## src/rtl/bp_pkg.sv

```systemverilog
// Shared types and helpers for the bimodal BTB predictor: default sizes,
// counter update ops, saturating arithmetic and PC index/tag extraction.
package bp_pkg;

    localparam int DEF_INDEX_WIDTH = 6;
    localparam int DEF_CTR_WIDTH   = 2;

    typedef enum logic [1:0] {
        CTR_OP_INIT = 2'd0,
        CTR_OP_MAX  = 2'd1,
        CTR_OP_INC  = 2'd2,
        CTR_OP_DEC  = 2'd3
    } ctr_op_e;

    function automatic logic [31:0] sat_inc(input logic [31:0] v, input int w);
        logic [31:0] max_v;
        max_v = (32'd1 << w) - 32'd1;
        return (v >= max_v) ? max_v : v + 32'd1;
    endfunction

    function automatic logic [31:0] sat_dec(input logic [31:0] v);
        return (v == 32'd0) ? 32'd0 : v - 32'd1;
    endfunction

    function automatic logic [31:0] get_index(input logic [31:0] pc, input int iw);
        return (pc >> 2) & ((32'd1 << iw) - 32'd1);
    endfunction

    function automatic logic [31:0] get_tag(input logic [31:0] pc, input int iw);
        return pc >> (iw + 2);
    endfunction

endpackage

```

## src/rtl/bp_ctr_table.sv

```systemverilog
// Direction counter array: one combinational read port, one op-driven
// write port. RD_BYPASS=1 forwards the post-write value to a matching read.
module bp_ctr_table
    import bp_pkg::*;
#(
    parameter int INDEX_WIDTH = DEF_INDEX_WIDTH,
    parameter int CTR_WIDTH   = DEF_CTR_WIDTH,
    parameter int CTR_INIT    = 2 ** (CTR_WIDTH - 1),
    parameter bit RD_BYPASS   = 1'b0
) (
    input  logic                   clk_i,
    input  logic                   rst_ni,
    input  logic [INDEX_WIDTH-1:0] rd_idx_i,
    output logic [CTR_WIDTH-1:0]   rd_ctr_o,
    input  logic                   wr_en_i,
    input  logic [INDEX_WIDTH-1:0] wr_idx_i,
    input  logic [1:0]             wr_op_i
);

    localparam int ENTRIES = 1 << INDEX_WIDTH;

    logic [CTR_WIDTH-1:0] ctr_q [ENTRIES];
    logic [CTR_WIDTH-1:0] wr_cur;
    logic [CTR_WIDTH-1:0] ctr_d;

    assign wr_cur = ctr_q[wr_idx_i];

    always_comb begin
        ctr_d = wr_cur;
        case (ctr_op_e'(wr_op_i))
            CTR_OP_INIT: ctr_d = CTR_WIDTH'(CTR_INIT);
            CTR_OP_MAX:  ctr_d = '1;
            CTR_OP_INC:  ctr_d = CTR_WIDTH'(sat_inc(32'(wr_cur), CTR_WIDTH));
            CTR_OP_DEC:  ctr_d = CTR_WIDTH'(sat_dec(32'(wr_cur)));
            default:     ctr_d = wr_cur;
        endcase
    end

    always_ff @(posedge clk_i) begin
        if (!rst_ni) begin
            for (int i = 0; i < ENTRIES; i++) begin
                ctr_q[i] <= CTR_WIDTH'(CTR_INIT);
            end
        end else if (wr_en_i) begin
            ctr_q[wr_idx_i] <= ctr_d;
        end
    end

    // Forwarding is suppressed under reset, where the write is discarded.
    always_comb begin
        rd_ctr_o = ctr_q[rd_idx_i];
        if (RD_BYPASS && rst_ni && wr_en_i && (wr_idx_i == rd_idx_i)) begin
            rd_ctr_o = ctr_d;
        end
    end

endmodule

```

## src/rtl/bimodal_btb_predictor.sv

```systemverilog
// Direct-mapped BTB with per-entry bimodal direction counters, trained at commit.
// Optional macro BIMODAL_WR_BYPASS_EN forwards same-cycle updates to the IF lookup.
module bimodal_btb_predictor
    import bp_pkg::*;
#(
    parameter int INDEX_WIDTH = DEF_INDEX_WIDTH,
    parameter int CTR_WIDTH   = DEF_CTR_WIDTH,
    parameter int CTR_INIT    = 2 ** (CTR_WIDTH - 1)
) (
    input  logic        clk_i,
    input  logic        rst_ni,
    input  logic [31:0] IF_pc_i,
    input  logic [31:0] EXMEM_pc_i,
    input  logic [31:0] EXMEM_target_i,
    input  logic        EXMEM_is_br_i,
    input  logic        EXMEM_is_jmp_i,
    input  logic        EXMEM_taken_i,
    output logic        IF_btb_hit_o,
    output logic        IF_pred_taken_o,
    output logic [31:0] IF_pred_target_o
);

    localparam int ENTRIES = 1 << INDEX_WIDTH;
    localparam int TAG_W   = 30 - INDEX_WIDTH;
`ifdef BIMODAL_WR_BYPASS_EN
    localparam bit BYPASS = 1'b1;
`else
    localparam bit BYPASS = 1'b0;
`endif

    logic             valid_q  [ENTRIES];
    logic [TAG_W-1:0] tag_q    [ENTRIES];
    logic [31:0]      target_q [ENTRIES];

    logic [INDEX_WIDTH-1:0] if_idx, cm_idx;
    logic [TAG_W-1:0]       if_tag, cm_tag;
    logic                   cm_hit;
    logic                   upd_en;
    logic                   ent_wr;
    ctr_op_e                ctr_op;
    logic [CTR_WIDTH-1:0]   rd_ctr;
    logic                   rd_valid;
    logic [TAG_W-1:0]       rd_tag;
    logic [31:0]            rd_target;

    assign if_idx = INDEX_WIDTH'(get_index(IF_pc_i, INDEX_WIDTH));
    assign if_tag = TAG_W'(get_tag(IF_pc_i, INDEX_WIDTH));
    assign cm_idx = INDEX_WIDTH'(get_index(EXMEM_pc_i, INDEX_WIDTH));
    assign cm_tag = TAG_W'(get_tag(EXMEM_pc_i, INDEX_WIDTH));
    assign cm_hit = valid_q[cm_idx] && (tag_q[cm_idx] == cm_tag);

    // ent_wr rewrites valid/tag/target; upd_en covers any counter change.
    always_comb begin
        upd_en = 1'b0;
        ent_wr = 1'b0;
        ctr_op = CTR_OP_INIT;
        if (EXMEM_is_jmp_i) begin
            upd_en = 1'b1;
            ent_wr = 1'b1;
            ctr_op = CTR_OP_MAX;
        end else if (EXMEM_is_br_i) begin
            if (cm_hit) begin
                upd_en = 1'b1;
                ent_wr = EXMEM_taken_i;
                ctr_op = EXMEM_taken_i ? CTR_OP_INC : CTR_OP_DEC;
            end else if (EXMEM_taken_i) begin
                upd_en = 1'b1;
                ent_wr = 1'b1;
                ctr_op = CTR_OP_INIT;
            end
        end
    end

    always_ff @(posedge clk_i) begin
        if (!rst_ni) begin
            for (int i = 0; i < ENTRIES; i++) begin
                valid_q[i] <= 1'b0;
            end
        end else if (ent_wr) begin
            valid_q[cm_idx] <= 1'b1;
        end
    end

    always_ff @(posedge clk_i) begin
        if (rst_ni && ent_wr) begin
            tag_q[cm_idx]    <= cm_tag;
            target_q[cm_idx] <= EXMEM_target_i;
        end
    end

    bp_ctr_table #(
        .INDEX_WIDTH (INDEX_WIDTH),
        .CTR_WIDTH   (CTR_WIDTH),
        .CTR_INIT    (CTR_INIT),
        .RD_BYPASS   (BYPASS)
    ) u_ctr_table (
        .clk_i    (clk_i),
        .rst_ni   (rst_ni),
        .rd_idx_i (if_idx),
        .rd_ctr_o (rd_ctr),
        .wr_en_i  (upd_en),
        .wr_idx_i (cm_idx),
        .wr_op_i  (ctr_op)
    );

`ifdef BIMODAL_WR_BYPASS_EN
    always_comb begin
        rd_valid  = valid_q[if_idx];
        rd_tag    = tag_q[if_idx];
        rd_target = target_q[if_idx];
        if (rst_ni && ent_wr && (cm_idx == if_idx)) begin
            rd_valid  = 1'b1;
            rd_tag    = cm_tag;
            rd_target = EXMEM_target_i;
        end
    end
`else
    assign rd_valid  = valid_q[if_idx];
    assign rd_tag    = tag_q[if_idx];
    assign rd_target = target_q[if_idx];
`endif

    assign IF_btb_hit_o     = rd_valid && (rd_tag == if_tag);
    assign IF_pred_taken_o  = IF_btb_hit_o && rd_ctr[CTR_WIDTH-1];
    assign IF_pred_target_o = rd_target;

endmodule

```

## config.mk

```make
export PLATFORM = sky130hd
export DESIGN_NAME = bimodal_btb_predictor
export DESIGN_NICKNAME = d
export VERILOG_FILES = /design/src/rtl/bp_pkg.sv /design/src/rtl/bp_ctr_table.sv /design/src/rtl/bimodal_btb_predictor.sv
export SDC_FILE = /design/constraint.sdc
export NUM_CORES = 2
export LEC_CHECK = 0
export CORE_ASPECT_RATIO = 0.7
export CORE_MARGIN = 1
export CORE_UTILIZATION = 58
export CTS_CLUSTER_SIZE = 16
export DETAILED_ROUTE_END_ITERATION = 12
export PLACE_DENSITY = 0.75
export RECOVER_POWER = 50
export SLEW_MARGIN = 20
export SYNTH_ARGS = -nofsm -noshare
export SYNTH_HDL_FRONTEND = slang
export SYNTH_SLANG_ARGS = --single-unit
```

## constraint.sdc

```tcl
create_clock -name clk_i -period 7.7 [get_ports clk_i]
set_input_delay 1.155 -clock clk_i [delete_from_list [all_inputs] [get_ports clk_i]]
set_output_delay 1.155 -clock clk_i [all_outputs]
set_load 0.1 [all_outputs]
```

Word level (Yosys, flattened, before mapping)
Memory sizes are Yosys's and may differ from the RTL's.
Cells that the tools add are included.
- add/subtract/negate cells: 2
- reduce and logical (&&, ||, !) cells: 8
- eq/ne operators: 5
- multiplexer cells: 29
- magnitude comparators: 1
- operator list (cell ; number):
    24-bit equality test ; 2
    1-bit 2-to-1 mux ; 20
    2-bit 2-to-1 mux ; 6
    6-bit 2-to-1 mux ; 2
    2-bit one-hot mux with 4 select lines ; 1
    2-bit equality test (second input constant) ; 2
    1-bit logical AND ; 4
    2-bit logical NOT ; 2
    2-bit by 1-bit adder with 2-bit output (second input constant) ; 1
    2-bit by 1-bit equality test with 1-bit output (second input constant) ; 1
    2-bit >= comparator (second input constant) ; 1
    2-bit OR reduction ; 1
    2-bit by 1-bit subtractor with 2-bit output (second input constant) ; 1
    1-bit OR reduction ; 1
- output and inout port bits: 34
- input port bits: 101
- RAM bits: 3776
- memories kept: 4
- register bits after elaboration: 0
- memories (name ; words ; bits a word ; read ports ; clocked after Yosys merged registers in ; wr ports ; RTL line ; text):
    target_q ; 64 ; 32 ; 1 ; 0 ; 1 ; bimodal_btb_predictor.sv:33 ; logic [31:0] target_q [ENTRIES];
    tag_q ; 64 ; 24 ; 2 ; 0 ; 1 ; bimodal_btb_predictor.sv:32 ; logic [TAG_W-1:0] tag_q [ENTRIES];
    u_ctr_table.ctr_q ; 64 ; 2 ; 2 ; 0 ; 64 ; bp_ctr_table.sv:22 ; logic [CTR_WIDTH-1:0] ctr_q [ENTRIES];
    valid_q ; 64 ; 1 ; 2 ; 0 ; 64 ; bimodal_btb_predictor.sv:31 ; logic valid_q [ENTRIES];

Depth between registers and ports, before layout
An unclocked memory read counts as a cell.
- word-level depth: 11
- depth in mapped cells: 19
- gate-level depth less buffers: 10

Hierarchy
From an unflattened synthesis, not the netlist that was laid out.
- cell total of the unflattened synthesis: 7973
- area total of the unflattened synthesis: 160904.3 um^2
- modules (own cells, without submodules) (module ; cells each ; instances ; area an instance (um^2)):
    bimodal_btb_predictor ; 7299 ; 1 ; 152646.4
    bp_ctr_table ; 674 ; 1 ; 8257.9

Least setup slack after synthesis
Ideal clock, no wire load.
- path type: input to output
- start point: in IF_pc_i[2]
- end point: out IF_pred_taken_o
- arrival time: 7.953 ns
- setup slack: -1.408 ns
- stages: 11
- cells stage by stage: buf_2 -> buf_2 -> buf_2 -> buf_1 -> mux4_2 -> mux4_2 -> mux4_2 -> xnor2_1 -> nand4_1 -> nor4_1 -> and2_1
- cells in the longest elaborated chain, start to end: 4
- RTL lines (what ; RTL line ; text):
    from (decl) ; bimodal_btb_predictor.sv:12 ; input logic [31:0] IF_pc_i,
    memory read 64 x 24 bit ; - ;
    24-bit equality test ; bimodal_btb_predictor.sv:123 ; assign IF_btb_hit_o = rd_valid && (rd_tag == if_tag);
    1-bit logical AND (*) ; bimodal_btb_predictor.sv:123 ;
    via IF_btb_hit_o ; bimodal_btb_predictor.sv:18 ; output logic IF_btb_hit_o,
    1-bit logical AND (*) ; bimodal_btb_predictor.sv:124 ; assign IF_pred_taken_o = IF_btb_hit_o && rd_ctr[CTR_WIDTH-1];
    to (decl) ; bimodal_btb_predictor.sv:19 ; output logic IF_pred_taken_o,
The timed path passes the listed nets; every way through them passes the cells marked *.

Worst setup path in the final report
- start point: in EXMEM_pc_i[6]
- end point: mem tag_q[19][23] in the netlist's numbering (enable)
- cells in the longest elaborated chain, start to end: 9
- RTL lines (what ; RTL line ; text):
    from (decl) ; bimodal_btb_predictor.sv:13 ; input logic [31:0] EXMEM_pc_i,
    memory read 64 x 24 bit ; - ;
    24-bit equality test ; bimodal_btb_predictor.sv:50 ; assign cm_hit = valid_q[cm_idx] && (tag_q[cm_idx] == cm_tag);
    1-bit logical AND ; bimodal_btb_predictor.sv:50 ;
    1-bit 2-to-1 mux ; bimodal_btb_predictor.sv:62 ; if (cm_hit) begin
    1-bit 2-to-1 mux ; bimodal_btb_predictor.sv:61 ; end else if (EXMEM_is_br_i) begin
    1-bit 2-to-1 mux ; bimodal_btb_predictor.sv:57 ; if (EXMEM_is_jmp_i) begin
    1-bit logical AND ; bimodal_btb_predictor.sv:85 ; if (rst_ni && ent_wr) begin
    1-bit 2-to-1 mux ; bimodal_btb_predictor.sv:85 ;
    1-bit 2-to-1 mux (implied by the code) ; bimodal_btb_predictor.sv:86 ; tag_q[cm_idx] <= cm_tag;
    to (decl) ; bimodal_btb_predictor.sv:32 ;
Parallel ways exist; a longest one is shown, timed or not.

==> metrics.md <==
| Metric | Value |
|---|---|
| Deepest clock path buffer count | 4 |
| Drt first-iter violations | 17300 |
| # rows | 160 |
| Clock insertion delay at the later pin of the skew report | 920 ps |
| Routed via count | 91900 |
| Vias in the first global route | 89000 |
| Seq/Total Area, Yosys | 70.5% |
| Tmin final | 7400 ps |
| Post-DRT Antenna Nets | 0 |
| Largest net degree at the start of global routing | 111 |
| Reg2reg path depth | 11 |
| Most numerous cell in the Yosys netlist | edfxtp_1 |
| Starting Density | 58.6% |
| Power Dens Cells | 242 nW/um^2 |
| Clk slew on worst S/H paths | 70 ps |
| Post-synth top area share | 69.7% |
| FF+latch count, synth | 3776 |
| Cells after synthesis | 7622 |
| Hold-fix buffers, CTS | 0 |
| Net count, final | 7965 |
| Width of the chip | 630 um |
| Die H | 441 um |
| YS warnings | 0 |
| Iteration count of the initial detailed-routing pass | 9 |
| Hold Vio Cnt, Final | 0 |
| F_max | 135 MHz |
| Tcrit/Tclk final | 96.1% |
| Worst-margin pin slew | 3810 ps |
| # DRC | 0 |
| Setup-failing EPs final | 0 |
| Area Overhead vs Synth | 11.0% |
| RSZ-0062 raised after global routing | false |
| Post-synthesis async set-or-reset flop share | 0% |
| Post-place setup slack | 842 ps |
| Syn_area_per_cell | 21.0 um^2 |
| All-Layer GR Usage | 36.1% |
| Slew HR | -154% |
| H-tree levels | 5 |
| Final Skew | 39.5 ps |
| Synthesized area | 160000 um^2 |
| Max-cap violations | 78 |
| Fin util | 65.0% |
| Post-synth EDFFs | 3712 |
| Final setup margin | 303 ps |
| Violated checks | max-capacitance violations, max-slew violations |
| DR WL/cell | 42.8 um |
| Cell taking the most area after synthesis | edfxtp_1 |
| # Post-CTS Setup Buffers | 0 |
| Vias/cell | 7.79 |
| Max Slew Vio Count | 4037 |
| CTS root buf | clkbuf_16 |
| Layout cells sized above 1 | 28.7% |
| IO Port Bufs | 130 |
| Status | complete, but fails checks |
| CTS tree | built |
| Initial antenna violation count | 32 |
| CTS sink cnt | 3776 |
| Leak pwr | 55.7 nW |
| Fillers | 17300 |
| Total Neg Setup Slack | 0 ps |
| Post-DP HPWL | 270000 um |
| CP endpoint kind | flip-flop |
| Peak supply drop | 0.219 mV |
| CP Data Required Time | 8250 ps |
| Placer congestion estimate | 0.904 |
| Synthesized net count | 7723 |
| Post-cts resize count | 0 |
| GRT overflow | 0 |
| Total wire length | 505000 um |
| Worst Hold Class | reg2reg |
| I/O pins | 135 |
| CP Class | in2reg |
| Area contributors post-synth | edfxtp_1 (70%), mux4_2 (19%), mux2i_1 (2.8%) |
| Core ar. | 273000 um^2 |
| Num CTS Buffers | 345 |
| Total Power | 0.0430 W |
| Hold-critical path depth | 1 |
| Die area | 278000 um^2 |
| Crit path DAT | 7940 ps |
| Top cell types by occurrence after synthesis | edfxtp_1 (3712), mux4_2 (1339), mux2i_1 (443), clkbuf_1 (264), a22oi_1 (199) |
| Synth Flop Type | edfxtp_1 |
| Post-synth cell types | 85 |
| CP max FO | 14 |
| First-pass GRT wire length | 692000 um |
| Critical path launch point type | primary input |
-- worst paths after layout --
check                     start                  endpoint  slack (ps)
setup reg to reg  tag_q[61][22]  u_ctr_table.ctr_q[25][1]        2980
setup / recovery  EXMEM_pc_i[6]             tag_q[19][23]         300
hold / removal      valid_q[10]               valid_q[10]         490
hold reg to reg     valid_q[10]               valid_q[10]         490
-- stage by stage --
stage                     cells  hold WS [ps]  cell area, um^2
after floorplan            7622           438           160000
after global placement    11200           449           167000
after detailed placement  11200           461           167000
after CTS                 11800           476           178000
after global routing      11800           493           177000
final                     11800           489           177000
-- worst max-delay path: stages --
cell	delay [ps]
dlygate4sd3_1	920
nor3b_1	1570
clkbuf_1	1190
nand2_1	670
nor2_1	1770
buf_4	610
-- cells in the final DEF, fill, tap and decap left out, types with 9 or more instances in the layout --
| cell | instances |
|---|---|
| buf_4 | 287 |
| o22ai_1 | 77 |
| diode_2 | 21 |
| clkbuf_1 | 141 |
| clkinvlp_4 | 14 |
| o221ai_1 | 13 |
| a21oi_1 | 62 |
| xor2_1 | 10 |
| a21o_1 | 67 |
| clkinv_1 | 76 |
| nor2_1 | 46 |
| a22o_1 | 26 |
| or4_1 | 65 |
| mux4_2 | 1339 |
| nor2_4 | 56 |
| mux2i_1 | 443 |
| o211ai_1 | 10 |
| nor4_1 | 10 |
| o22a_1 | 9 |
| nand3_1 | 123 |
| clkbuf_16 | 356 |
| o21ai_0 | 57 |
| buf_12 | 68 |
| xnor2_1 | 31 |
| a22oi_1 | 199 |
| clkdlybuf4s50_1 | 27 |
| dfxtp_1 | 64 |
| bufinv_16 | 30 |
| a31oi_1 | 9 |
| mux2_2 | 43 |
| nand4_1 | 23 |
| a211oi_1 | 86 |
| edfxtp_1 | 3712 |
| dlygate4sd3_1 | 13 |
| nand2_1 | 169 |
| clkinv_2 | 65 |
| a221o_1 | 13 |
| buf_2 | 11 |
| a221oi_1 | 94 |
| nor3_1 | 25 |
-- cell families (layout without fill, tap and decap cells) --
| logic type | count (synthesis) | count (layout) | share of synthesized area, % |
|---|---|---|---|
| flip-flops | 3776 | 3776 | 70.5 |
| XOR/XNOR | 41 | 41 | 0.224 |
| adder cells (fa/ha/maj) | 2 | 2 | 0.0133 |
| other | 0 | 21 | 0 |
| AND/OR/NAND/NOR | 594 | 594 | 1.88 |
| AO/OA/AOI/OAI | 777 | 777 | 3.58 |
| multiplexers | 1828 | 1828 | 22.0 |
| buffers and inverters | 604 | 1116 | 1.85 |
-- layer usage --
metal  global-route usage, %  wire length, um  share of wire, %  vias to the layer above
met1                    50.0           171000                34                    47400
met3                    13.1            88100                17                     1674
li1                        -                -                 -                    33500
met4                    17.1            28100               5.6                       16
met2                    51.5           217000                43                     9352
met5                   0.387              249             0.049                        -
-- power by group --
group / leakage, nW / switching, W / internal [W]
clock network: 5.32 / 0.00759 / 0.00947
registers: 33.8 / 0.0000457 / 0.0227
logic: 16.7 / 0.00197 / 0.00116
total: 55.7 / 0.00962 / 0.0333
-- final cells by class --
type | count | area (um^2) | area share (%)
Timing Repair Buffer | 494 | 4430 | 2.50
Sequential cell | 3776 | 113000 | 63.5
Tap cell | 3645 | 4560 | 2.57
Inverter | 5 | 20.0 | 0.0113
Clock buffer | 422 | 9160 | 5.16
Antenna cell | 21 | 52.6 | 0.0296
Clock inverter | 195 | 1730 | 0.976
Multi-Input combinational cell | 3242 | 44800 | 25.2
-- flip-flops by register name, summed over array words and instances (netlist names) --
name	cells
target_q	2048
tag_q	1536
valid_q	64
u_ctr_table.ctr_q	128
(Power assumes the default switching activity.)
